===== src/rtl/boot_run_ctrl_if.sv =====
// Boot/run sequencer bundle: source ROM, instruction/data memory write ports, core control and status.
// With BOOT_CHECKSUM_EN defined it also carries the expected image checksum and the checksum error flag.
interface boot_run_ctrl_if #(
    parameter int SRC_AW  = 8,
    parameter int IMEM_AW = 10,
    parameter int DMEM_AW = 10
);
    logic               start;
    logic               src_rd;
    logic [SRC_AW-1:0]  src_addr;
    logic [63:0]        src_data;
    logic               imem_we;
    logic [IMEM_AW-1:0] imem_addr;
    logic [31:0]        imem_wdata;
    logic               dmem_we;
    logic [DMEM_AW-1:0] dmem_addr;
    logic [63:0]        dmem_wdata;
    logic               cpu_rst;
    logic               cpu_enable;
    logic               halt;
    logic               busy;
    logic               done;
    logic               timeout;
    logic [31:0]        cycle_count;
`ifdef BOOT_CHECKSUM_EN
    logic [63:0]        exp_checksum;
    logic               checksum_err;
`endif

    modport master (
`ifdef BOOT_CHECKSUM_EN
        input  exp_checksum,
        output checksum_err,
`endif
        input  start, src_data, halt,
        output src_rd, src_addr, imem_we, imem_addr, imem_wdata,
        output dmem_we, dmem_addr, dmem_wdata,
        output cpu_rst, cpu_enable, busy, done, timeout, cycle_count
    );

    modport slave (
`ifdef BOOT_CHECKSUM_EN
        output exp_checksum,
        input  checksum_err,
`endif
        output start, src_data, halt,
        input  src_rd, src_addr, imem_we, imem_addr, imem_wdata,
        input  dmem_we, dmem_addr, dmem_wdata,
        input  cpu_rst, cpu_enable, busy, done, timeout, cycle_count
    );
endinterface


===== src/rtl/boot_run_ctrl.sv =====
// Boot and run sequencer: streams a ROM image into imem/dmem, releases the core, then watches it run.
// Optional image checksum check in SETTLE is enabled by defining BOOT_CHECKSUM_EN.
module boot_run_ctrl #(
    parameter int INST_WORDS  = 64,
    parameter int DATA_DWORDS = 32,
    parameter int SRC_AW      = 8,
    parameter int IMEM_AW     = 10,
    parameter int DMEM_AW     = 10,
    parameter int MAX_CYCLES  = 1000
) (
    input logic            clk_in,
    input logic            rst,
    boot_run_ctrl_if.master bus
);
    localparam int TOTAL = INST_WORDS + DATA_DWORDS;
    localparam int IW    = $clog2(TOTAL + 1);

    typedef enum logic [2:0] {
        S_IDLE,
        S_LOAD,
        S_DRAIN,
        S_SETTLE,
        S_RUN,
        S_HALTED
    } state_t;

    state_t             state_q;
    logic [IW-1:0]      rd_idx_q;
    logic               src_rd_q;
    logic               imem_we_q;
    logic               dmem_we_q;
    logic [IMEM_AW-1:0] imem_addr_q;
    logic [DMEM_AW-1:0] dmem_addr_q;
    logic               cpu_rst_q;
    logic               cpu_en_q;
    logic               busy_q;
    logic               done_q;
    logic               timeout_q;
    logic [31:0]        cycle_q;
    logic [31:0]        cycle_d;
    logic               csum_ok_d;

    assign cycle_d = cycle_q + 32'd1;

`ifdef BOOT_CHECKSUM_EN
    logic [63:0] csum_q;
    logic        csum_err_q;
    assign csum_ok_d        = (csum_q == bus.exp_checksum);
    assign bus.checksum_err = csum_err_q;
`else
    assign csum_ok_d = 1'b1;
`endif

    always_ff @(posedge clk_in) begin
        if (rst) begin
            state_q     <= S_IDLE;
            rd_idx_q    <= '0;
            src_rd_q    <= 1'b0;
            imem_we_q   <= 1'b0;
            dmem_we_q   <= 1'b0;
            imem_addr_q <= '0;
            dmem_addr_q <= '0;
            cpu_rst_q   <= 1'b1;
            cpu_en_q    <= 1'b0;
            busy_q      <= 1'b0;
            done_q      <= 1'b0;
            timeout_q   <= 1'b0;
            cycle_q     <= '0;
`ifdef BOOT_CHECKSUM_EN
            csum_q      <= '0;
            csum_err_q  <= 1'b0;
`endif
        end else begin
            // Write stage: each read lands in memory one cycle later, when its data is valid.
            imem_we_q <= src_rd_q && (rd_idx_q < IW'(INST_WORDS));
            dmem_we_q <= src_rd_q && (rd_idx_q >= IW'(INST_WORDS));
            if (src_rd_q && (rd_idx_q < IW'(INST_WORDS)))
                imem_addr_q <= IMEM_AW'(rd_idx_q) << 2;
            if (src_rd_q && (rd_idx_q >= IW'(INST_WORDS)))
                dmem_addr_q <= DMEM_AW'(rd_idx_q - IW'(INST_WORDS)) << 3;
`ifdef BOOT_CHECKSUM_EN
            if (imem_we_q || dmem_we_q)
                csum_q <= csum_q ^ bus.src_data;
`endif

            case (state_q)
                S_IDLE, S_HALTED: begin
                    if (bus.start) begin
                        state_q   <= S_LOAD;
                        rd_idx_q  <= '0;
                        src_rd_q  <= 1'b1;
                        cpu_rst_q <= 1'b1;
                        cpu_en_q  <= 1'b0;
                        busy_q    <= 1'b1;
                        done_q    <= 1'b0;
                        timeout_q <= 1'b0;
                        cycle_q   <= '0;
`ifdef BOOT_CHECKSUM_EN
                        csum_q     <= '0;
                        csum_err_q <= 1'b0;
`endif
                    end
                end
                S_LOAD: begin
                    if (rd_idx_q == IW'(TOTAL - 1)) begin
                        state_q  <= S_DRAIN;
                        src_rd_q <= 1'b0;
                    end else begin
                        rd_idx_q <= rd_idx_q + IW'(1);
                    end
                end
                S_DRAIN: begin
                    state_q   <= S_SETTLE;
                    cpu_rst_q <= 1'b0;
                end
                S_SETTLE: begin
                    busy_q <= 1'b0;
                    if (csum_ok_d) begin
                        state_q  <= S_RUN;
                        cpu_en_q <= 1'b1;
                    end else begin
                        state_q <= S_HALTED;
                        done_q  <= 1'b1;
`ifdef BOOT_CHECKSUM_EN
                        csum_err_q <= 1'b1;
`endif
                    end
                end
                S_RUN: begin
                    // The halting cycle still counts; halt outranks a simultaneous watchdog expiry.
                    cycle_q <= cycle_d;
                    if (bus.halt) begin
                        state_q  <= S_HALTED;
                        cpu_en_q <= 1'b0;
                        done_q   <= 1'b1;
                    end else if (cycle_d == 32'(MAX_CYCLES)) begin
                        state_q   <= S_HALTED;
                        cpu_en_q  <= 1'b0;
                        done_q    <= 1'b1;
                        timeout_q <= 1'b1;
                    end
                end
                default: state_q <= S_IDLE;
            endcase
        end
    end

    assign bus.src_rd      = src_rd_q;
    assign bus.src_addr    = src_rd_q ? SRC_AW'(rd_idx_q) : '0;
    assign bus.imem_we     = imem_we_q;
    assign bus.imem_addr   = imem_addr_q;
    assign bus.imem_wdata  = imem_we_q ? bus.src_data[31:0] : 32'd0;
    assign bus.dmem_we     = dmem_we_q;
    assign bus.dmem_addr   = dmem_addr_q;
    assign bus.dmem_wdata  = dmem_we_q ? bus.src_data : 64'd0;
    assign bus.cpu_rst     = cpu_rst_q;
    assign bus.cpu_enable  = cpu_en_q;
    assign bus.busy        = busy_q;
    assign bus.done        = done_q;
    assign bus.timeout     = timeout_q;
    assign bus.cycle_count = cycle_q;
endmodule

===== src/flat_wrapper.sv =====
// flat-port wrapper written by rule: the top's interface ports become plain ports
module boot_run_ctrl_flat 
#(
    parameter int INST_WORDS  = 64,
    parameter int DATA_DWORDS = 32,
    parameter int SRC_AW      = 8,
    parameter int IMEM_AW     = 10,
    parameter int DMEM_AW     = 10,
    parameter int MAX_CYCLES  = 1000
)
  (clk_in, rst, bus_start, bus_src_data, bus_halt, bus_src_rd, bus_src_addr, bus_imem_we, bus_imem_addr, bus_imem_wdata, bus_dmem_we, bus_dmem_addr, bus_dmem_wdata, bus_cpu_rst, bus_cpu_enable, bus_busy, bus_done, bus_timeout, bus_cycle_count);
  boot_run_ctrl_if #(.SRC_AW(SRC_AW), .IMEM_AW(IMEM_AW), .DMEM_AW(DMEM_AW)) bus_i ();
  input logic clk_in;
  input logic rst;
  input wire logic [$bits(bus_i.start)-1:0] bus_start;
  input wire logic [$bits(bus_i.src_data)-1:0] bus_src_data;
  input wire logic [$bits(bus_i.halt)-1:0] bus_halt;
  output wire logic [$bits(bus_i.src_rd)-1:0] bus_src_rd;
  output wire logic [$bits(bus_i.src_addr)-1:0] bus_src_addr;
  output wire logic [$bits(bus_i.imem_we)-1:0] bus_imem_we;
  output wire logic [$bits(bus_i.imem_addr)-1:0] bus_imem_addr;
  output wire logic [$bits(bus_i.imem_wdata)-1:0] bus_imem_wdata;
  output wire logic [$bits(bus_i.dmem_we)-1:0] bus_dmem_we;
  output wire logic [$bits(bus_i.dmem_addr)-1:0] bus_dmem_addr;
  output wire logic [$bits(bus_i.dmem_wdata)-1:0] bus_dmem_wdata;
  output wire logic [$bits(bus_i.cpu_rst)-1:0] bus_cpu_rst;
  output wire logic [$bits(bus_i.cpu_enable)-1:0] bus_cpu_enable;
  output wire logic [$bits(bus_i.busy)-1:0] bus_busy;
  output wire logic [$bits(bus_i.done)-1:0] bus_done;
  output wire logic [$bits(bus_i.timeout)-1:0] bus_timeout;
  output wire logic [$bits(bus_i.cycle_count)-1:0] bus_cycle_count;
  assign bus_i.start = bus_start;
  assign bus_i.src_data = bus_src_data;
  assign bus_i.halt = bus_halt;
  assign bus_src_rd = bus_i.src_rd;
  assign bus_src_addr = bus_i.src_addr;
  assign bus_imem_we = bus_i.imem_we;
  assign bus_imem_addr = bus_i.imem_addr;
  assign bus_imem_wdata = bus_i.imem_wdata;
  assign bus_dmem_we = bus_i.dmem_we;
  assign bus_dmem_addr = bus_i.dmem_addr;
  assign bus_dmem_wdata = bus_i.dmem_wdata;
  assign bus_cpu_rst = bus_i.cpu_rst;
  assign bus_cpu_enable = bus_i.cpu_enable;
  assign bus_busy = bus_i.busy;
  assign bus_done = bus_i.done;
  assign bus_timeout = bus_i.timeout;
  assign bus_cycle_count = bus_i.cycle_count;
  boot_run_ctrl #(.INST_WORDS(INST_WORDS), .DATA_DWORDS(DATA_DWORDS), .SRC_AW(SRC_AW), .IMEM_AW(IMEM_AW), .DMEM_AW(DMEM_AW), .MAX_CYCLES(MAX_CYCLES)) u_core (.clk_in(clk_in), .rst(rst), .bus(bus_i));
endmodule

===== config.mk =====
export PLATFORM = sky130hd
export DESIGN_NAME = boot_run_ctrl_flat
export DESIGN_NICKNAME = d
export VERILOG_FILES = /design/src/rtl/boot_run_ctrl_if.sv /design/src/rtl/boot_run_ctrl.sv /design/src/flat_wrapper.sv
export SDC_FILE = /design/constraint.sdc
export NUM_CORES = 1
export LEC_CHECK = 0
export CAP_MARGIN = 20
export CORE_ASPECT_RATIO = 1.4
export CORE_MARGIN = 3
export CORE_UTILIZATION = 35
export DETAILED_ROUTE_END_ITERATION = 12
export PLACE_DENSITY = 0.8
export SETUP_SLACK_MARGIN = 0.02
export SYNTH_ARGS = -nofsm -noshare
export SYNTH_HDL_FRONTEND = slang
export SYNTH_SLANG_ARGS = --single-unit
export TNS_END_PERCENT = 100

===== constraint.sdc =====
create_clock -name clk_in -period 3.9 [get_ports clk_in]
set_input_delay 0.585 -clock clk_in [delete_from_list [all_inputs] [get_ports clk_in]]
set_output_delay 0.585 -clock clk_in [all_outputs]
set_load 0.05 [all_outputs]

== After elaboration in Yosys (flattened, before gate mapping) ==
Index checks and enable logic that the tools add are counted.

* Add/subtract/negate cells: 3
* $mul: 0
* Div/mod/pow operators: 0
* $lt $le $gt $ge: 2
* Equality and inequality tests: 13
* Shifts and indexed selects: 0
* Multiplexer cells: 27
* Bitwise gates (word level): 0
* Reductions and logical operators: 18

{| class="wikitable"
|+ Operators with widths
! operator !! number
|-
| 2-to-1 mux 32 bit || 2
|-
| 2-to-1 mux 64 bit || 1
|-
| case mux 32 bit (2 select lines) || 1
|-
| adder 32 x 1 -> 32 bit, second input constant || 1
|-
| == test 32 x 10 -> 1 bit, second input constant || 1
|-
| 2-to-1 mux 7 bit || 3
|-
| case mux 3 bit (5 select lines) || 1
|-
| AND reduction 3 bit || 5
|-
| case mux 7 bit (2 select lines) || 1
|-
| 2-to-1 mux 3 bit || 4
|-
| case mux 1 bit (2 select lines) || 5
|-
| 2-to-1 mux 1 bit || 8
|-
| nonzero test 2 bit || 4
|-
| adder 7 x 1 -> 7 bit, second input constant || 1
|-
| == test 7 bit, second input constant || 1
|-
| >= comparator 7 bit, second input constant || 1
|-
| < comparator 7 bit, second input constant || 1
|-
| subtractor 7 bit, second input constant || 1
|-
| == test 3 x 2 -> 1 bit, second input constant || 2
|-
| == test 3 bit, second input constant || 2
|-
| inequality test 2 bit, second input constant || 3
|-
| AND reduction 2 bit || 3
|-
| inequality test 2 x 1 -> 1 bit, second input constant || 2
|-
| AND reduction 4 bit || 1
|-
| other kinds (7) || 8
|}

* Flip-flop bits (word level): 64
* Bits in latches: 0
* Memory bits (writable): 0
* Memory bits (read-only): 0
* Input bits: 68
* Output and inout bits: 164
* Word-level logic and storage cells: 76
* Memories kept: 0

== Logic depth before layout (Yosys ltp) ==
* Word-level depth: 5
* Depth in mapped cells: 11
* Mapped depth without buffers: 9

== Least setup slack after synthesis ==
Ideal clock, no wire load.

* Path kind: register to register
* From: register u_core.cycle_q[0] (netlist: u_core.bus.cycle_count[0])
* To: register u_core.timeout_q (netlist: u_core.bus.timeout)
* Setup time: 69 ps
* Arrival: 3051 ps
* Data required time: 3831 ps
* Slack: 780 ps
* Stages on the path, launching flop included: 12
* Buffers on the path: 2
* Clock period less this slack: 3120 ps
* Cell sequence: dfxtp_1 ha_1 buf_4 nand3_1 or3_1 buf_2 o21ai_1 nor4b_2 o2111ai_1 or2_1 or4_1 o21ai_1

* Cells in the longest elaborated chain, start to end: 4

{| class="wikitable"
|+ Ends and longest elaborated chain
! element !! RTL line !! RTL
|-
| from (decl) || boot_run_ctrl.sv:39 || <nowiki>logic [31:0] cycle_q;</nowiki>
|-
| from (signal assigned) || boot_run_ctrl.sv:131 || <nowiki>cycle_q <= cycle_d;</nowiki>
|-
| adder 32 x 1 -> 32 bit || boot_run_ctrl.sv:43 || <nowiki>assign cycle_d = cycle_q + 32'd1;</nowiki>
|-
| == test 32 x 10 -> 1 bit || boot_run_ctrl.sv:136 || <nowiki>end else if (cycle_d == 32'(MAX_CYCLES)) begin</nowiki>
|-
| inequality test 2 x 1 -> 1 bit (no source line) || -- ||
|-
| AND reduction 4 bit (no source line) || -- ||
|-
| to (signal assigned) || boot_run_ctrl.sv:67 || <nowiki>timeout_q <= 1'b0;</nowiki>
|-
| to (signal assigned) || boot_run_ctrl.sv:96 || <nowiki>timeout_q <= 1'b0;</nowiki>
|-
| to (signal assigned) || boot_run_ctrl.sv:140 || <nowiki>timeout_q <= 1'b1;</nowiki>
|-
| to (decl) || boot_run_ctrl.sv:38 || <nowiki>logic timeout_q;</nowiki>
|}

No other way between the ends.
A chain may end at the register's enable or synchronous reset.

== Worst setup path after layout ==
* From: register u_core.cycle_q[0] (netlist: u_core.bus.cycle_count[0])
* To: register u_core.cpu_en_q (netlist: u_core.bus.cpu_enable)

* Cells in the longest elaborated chain, start to end: 4

{| class="wikitable"
|+ Ends and longest elaborated chain
! element !! RTL line !! RTL
|-
| adder 32 x 1 -> 32 bit || boot_run_ctrl.sv:43 ||
|-
| == test 32 x 10 -> 1 bit || boot_run_ctrl.sv:136 ||
|-
| inequality test 3 x 2 -> 1 bit (no source line) || -- ||
|-
| AND reduction 3 bit (no source line) || -- ||
|-
| to (signal assigned) || boot_run_ctrl.sv:64 || <nowiki>cpu_en_q <= 1'b0;</nowiki>
|-
| to (signal assigned) || boot_run_ctrl.sv:134 || <nowiki>cpu_en_q <= 1'b0;</nowiki>
|-
| to (signal assigned) || boot_run_ctrl.sv:138 || <nowiki>cpu_en_q <= 1'b0;</nowiki>
|-
| to (decl) || boot_run_ctrl.sv:35 || <nowiki>logic cpu_en_q;</nowiki>
|}

No other way between the ends.

==> run metrics <==
Port Buffers=224; crit-path max cell delay=500 ps; CTS hold repair buffers=0; max-slew violation count=0; pin count of the biggest net entering global routing=60; initial antenna violation count=25; P_leak=2.40 nW; Hold Path End=u_core.bus.busy; Commonest cells post-synth=and2_1, nor2_1, dfxtp_1; share of the synthesized area in the top cell type=29.2%; status=finished clean; DIE HEIGHT=139 um; Cell Chain, Critical Path=ha_1, nand3_1, nor2_1, nand3_2, or3_1, a211o_1, nor4_2, o21ai_1, and2_1; DR DRC count=0; Post-Place Cell Area=6600 sq um; design area=6900 sq um; Pre-antenna DRT Iters=6; post-synth design cell area=4390 sq um; Detailed Place HPWL=15200 um; vias=5236; Reg2Reg Capture Point=u_core.bus.cpu_enable; Routability Congestion=0.982; Reg2Reg Depth=9; number of flops mapped to enable cells by yosys=0; ANT nets after route=0; vias per cell=5.48; count of cell types in the netlist=62; Max-Cap Viols=0; Slew HR=43.3%; area delta synth->final=57.1%; # nets final=869; Area contributors post-synth=dfxtp_1, and2_1, nor2_1; GRT Overall Usage=26.2%; main flop type after synthesis=dfxtp_1; yosys warns=0; grt ovf=0; FMAX=305 MHz; Hold Path Origin=u_core.bus.busy; vias in the first global route=4712; power after layout=1.85 mW; crit path time final=3270 ps; initial DRC count=414; Site Rows=47; Die Wd=101 um; Ports=232; Worst path slowest cell=dfxtp_1; post-CTS sizing=0; Tcrit/Tclk final=83.9%; Final setup viols=0; Hold Path Depth=2; latest clock arrival within the worst-skew pair=330 ps; Seq/Total Area, Yosys=29.2%; Clock Skew=6.11 ps; CP startpoint=u_core.bus.cycle_count[0]; CP max FO=11; H-tree depth=3; Worst Setup End Kind=flip-flop; Initial Util=36.4%; Synth Instances=609; top-count cell post-synth=and2_1; root buf cell=clkbuf_16; FFs w/ async S/R, synth=0%; critical path's top delay family=simple AND/OR/NAND/NOR gates; Required @ worst endpoint=4120 ps; startpoint types=flip-flop; CTS Buf Count=9; Core Area=12100 sq um; buffer count from post-CTS setup fixing=0; Sink Count=64; CP Depth=9; area leader, netlist=dfxtp_1; share of layout cells above drive strength 1=4.36%; unrepaired setup endpoints after global routing=false; Worst-path clk slew=60 ps; syn avg cell area=7.21 sq um; Clock Path Buffers=2; Hold WS=452 ps; final hold vios=0; Hold Crit Class=flip-flop to flip-flop; kind of critical path=flip-flop to flip-flop; post-synthesis register bit count=64; Avg WL per Cell=20.1 um; CP arrival=3500 ps; Slew @ Worst Pin=849 ps; first-pass GRT wire length=27800 um; R2R Setup Slk=630 ps; Pwr per Cell Area=268 nW/um^2; final wirelength=19100 um; CTS tree=yes; Fin Setup TNS=0 ps; Max VDD drop=211 uV; crit path buf inv count=0; total die area=13900 sq um; FF-to-FF Start=u_core.bus.cycle_count[0]
[registers in the layout, indices dropped and copies added, names as in the netlist]
| signal | cells |
|---|---|
| u_core.bus.cycle_count | 32 |
| u_core.bus.dmem_addr | 7 |
| u_core.bus.imem_addr | 7 |
| u_core.rd_idx_q | 7 |
| u_core.state_q | 3 |
| u_core.bus.busy | 1 |
| u_core.bus.cpu_enable | 1 |
| u_core.bus.cpu_rst | 1 |
| u_core.bus.dmem_we | 1 |
| u_core.bus.done | 1 |
| u_core.bus.imem_we | 1 |
| u_core.bus.src_rd | 1 |
| u_core.bus.timeout | 1 |
[worst max path at each step]
stage	endpoint	slack [ps]
finish	u_core.bus.cpu_enable	630
global route	u_core.bus.cpu_enable	350
CTS	u_core.bus.timeout	690
detailed placement	u_core.bus.timeout	700
global placement	u_core.bus.timeout	840
floorplan	u_core.bus.timeout	780
[tightest hold or removal path: stages (launching register included)]
cell,delay (ps)
dfxtp_1,300
nand2_1,50
a21oi_1,50
[stage by stage]
stage	utilization [%]	instances	setup slack, ps
final	57.2	955	626
after global routing	57.2	953	351
after CTS	57.1	950	689
after detailed placement	54.7	934	696
after global placement	54.7	934	844
after floorplan	-	615	780
[routing by layer]
| layer | track usage [%] | part of all wire, % | up-vias |
|---|---|---|---|
| li1 | - | - | 2467 |
| met1 | 27.0 | 32 | 2324 |
| met2 | 45.1 | 49 | 321 |
| met3 | 14.7 | 15 | 86 |
| met4 | 6.81 | 2.6 | 38 |
| met5 | 0 | 1.4 | - |
[cell usage in the layout, fill, tap and decap left out, types with 3 or more instances in the layout]
master and n:
a21oi_1 43, conb_1 7, and2_1 108, or3_1 5
xnor2_1 8, dfxtp_1 64, nand3_1 17, a311oi_1 9
nand2b_1 7, nor3_1 18, nor4_2 4, a31oi_1 8
and3_1 3, ha_1 3, xor2_1 9, buf_4 6
nor2_1 73, o21ai_0 26, clkbuf_16 9, diode_2 5
a211oi_1 6, mux2i_1 8, o211ai_1 3, nor4_1 7
nand2_1 54, clkdlybuf4s50_1 223, o21ai_1 5, inv_1 9
nand4_1 13, and4_1 3
[where the power goes]
group	total, mW	internal, mW	leakage (nW)	switching, mW
Combinational	0.383	0.150	1.75	0.233
Clock	0.763	0.465	0.135	0.298
Sequential	0.701	0.669	0.517	0.0317
Total	1.85	1.28	2.40	0.564
[kinds of logic (layout without fill, tap and decap cells)]
family / Yosys count / count (layout) / share of synthesized area, %
AND/OR/NAND/NOR: 330 / 330 / 41.1
adder cells (fa/ha/maj): 3 / 3 / 0.855
buffers and inverters: 68 / 256 / 7.24
AO/OA/AOI/OAI: 118 / 118 / 16.3
XOR/XNOR: 17 / 17 / 3.39
other: 1 / 12 / 0.0854
multiplexers: 8 / 8 / 1.82
flip-flops: 64 / 64 / 29.2
[final cells by class]
cell class,count,area (sq um)
multi-input cells,483,2810
clock buffers,12,256
clock inverters,4,28.8
diodes,5,12.5
repair buffers,230,2280
flip-flops and latches,64,1280
well taps,147,184
inverters,10,37.5
fillers,1147,5160
(Power assumes the default switching activity.)
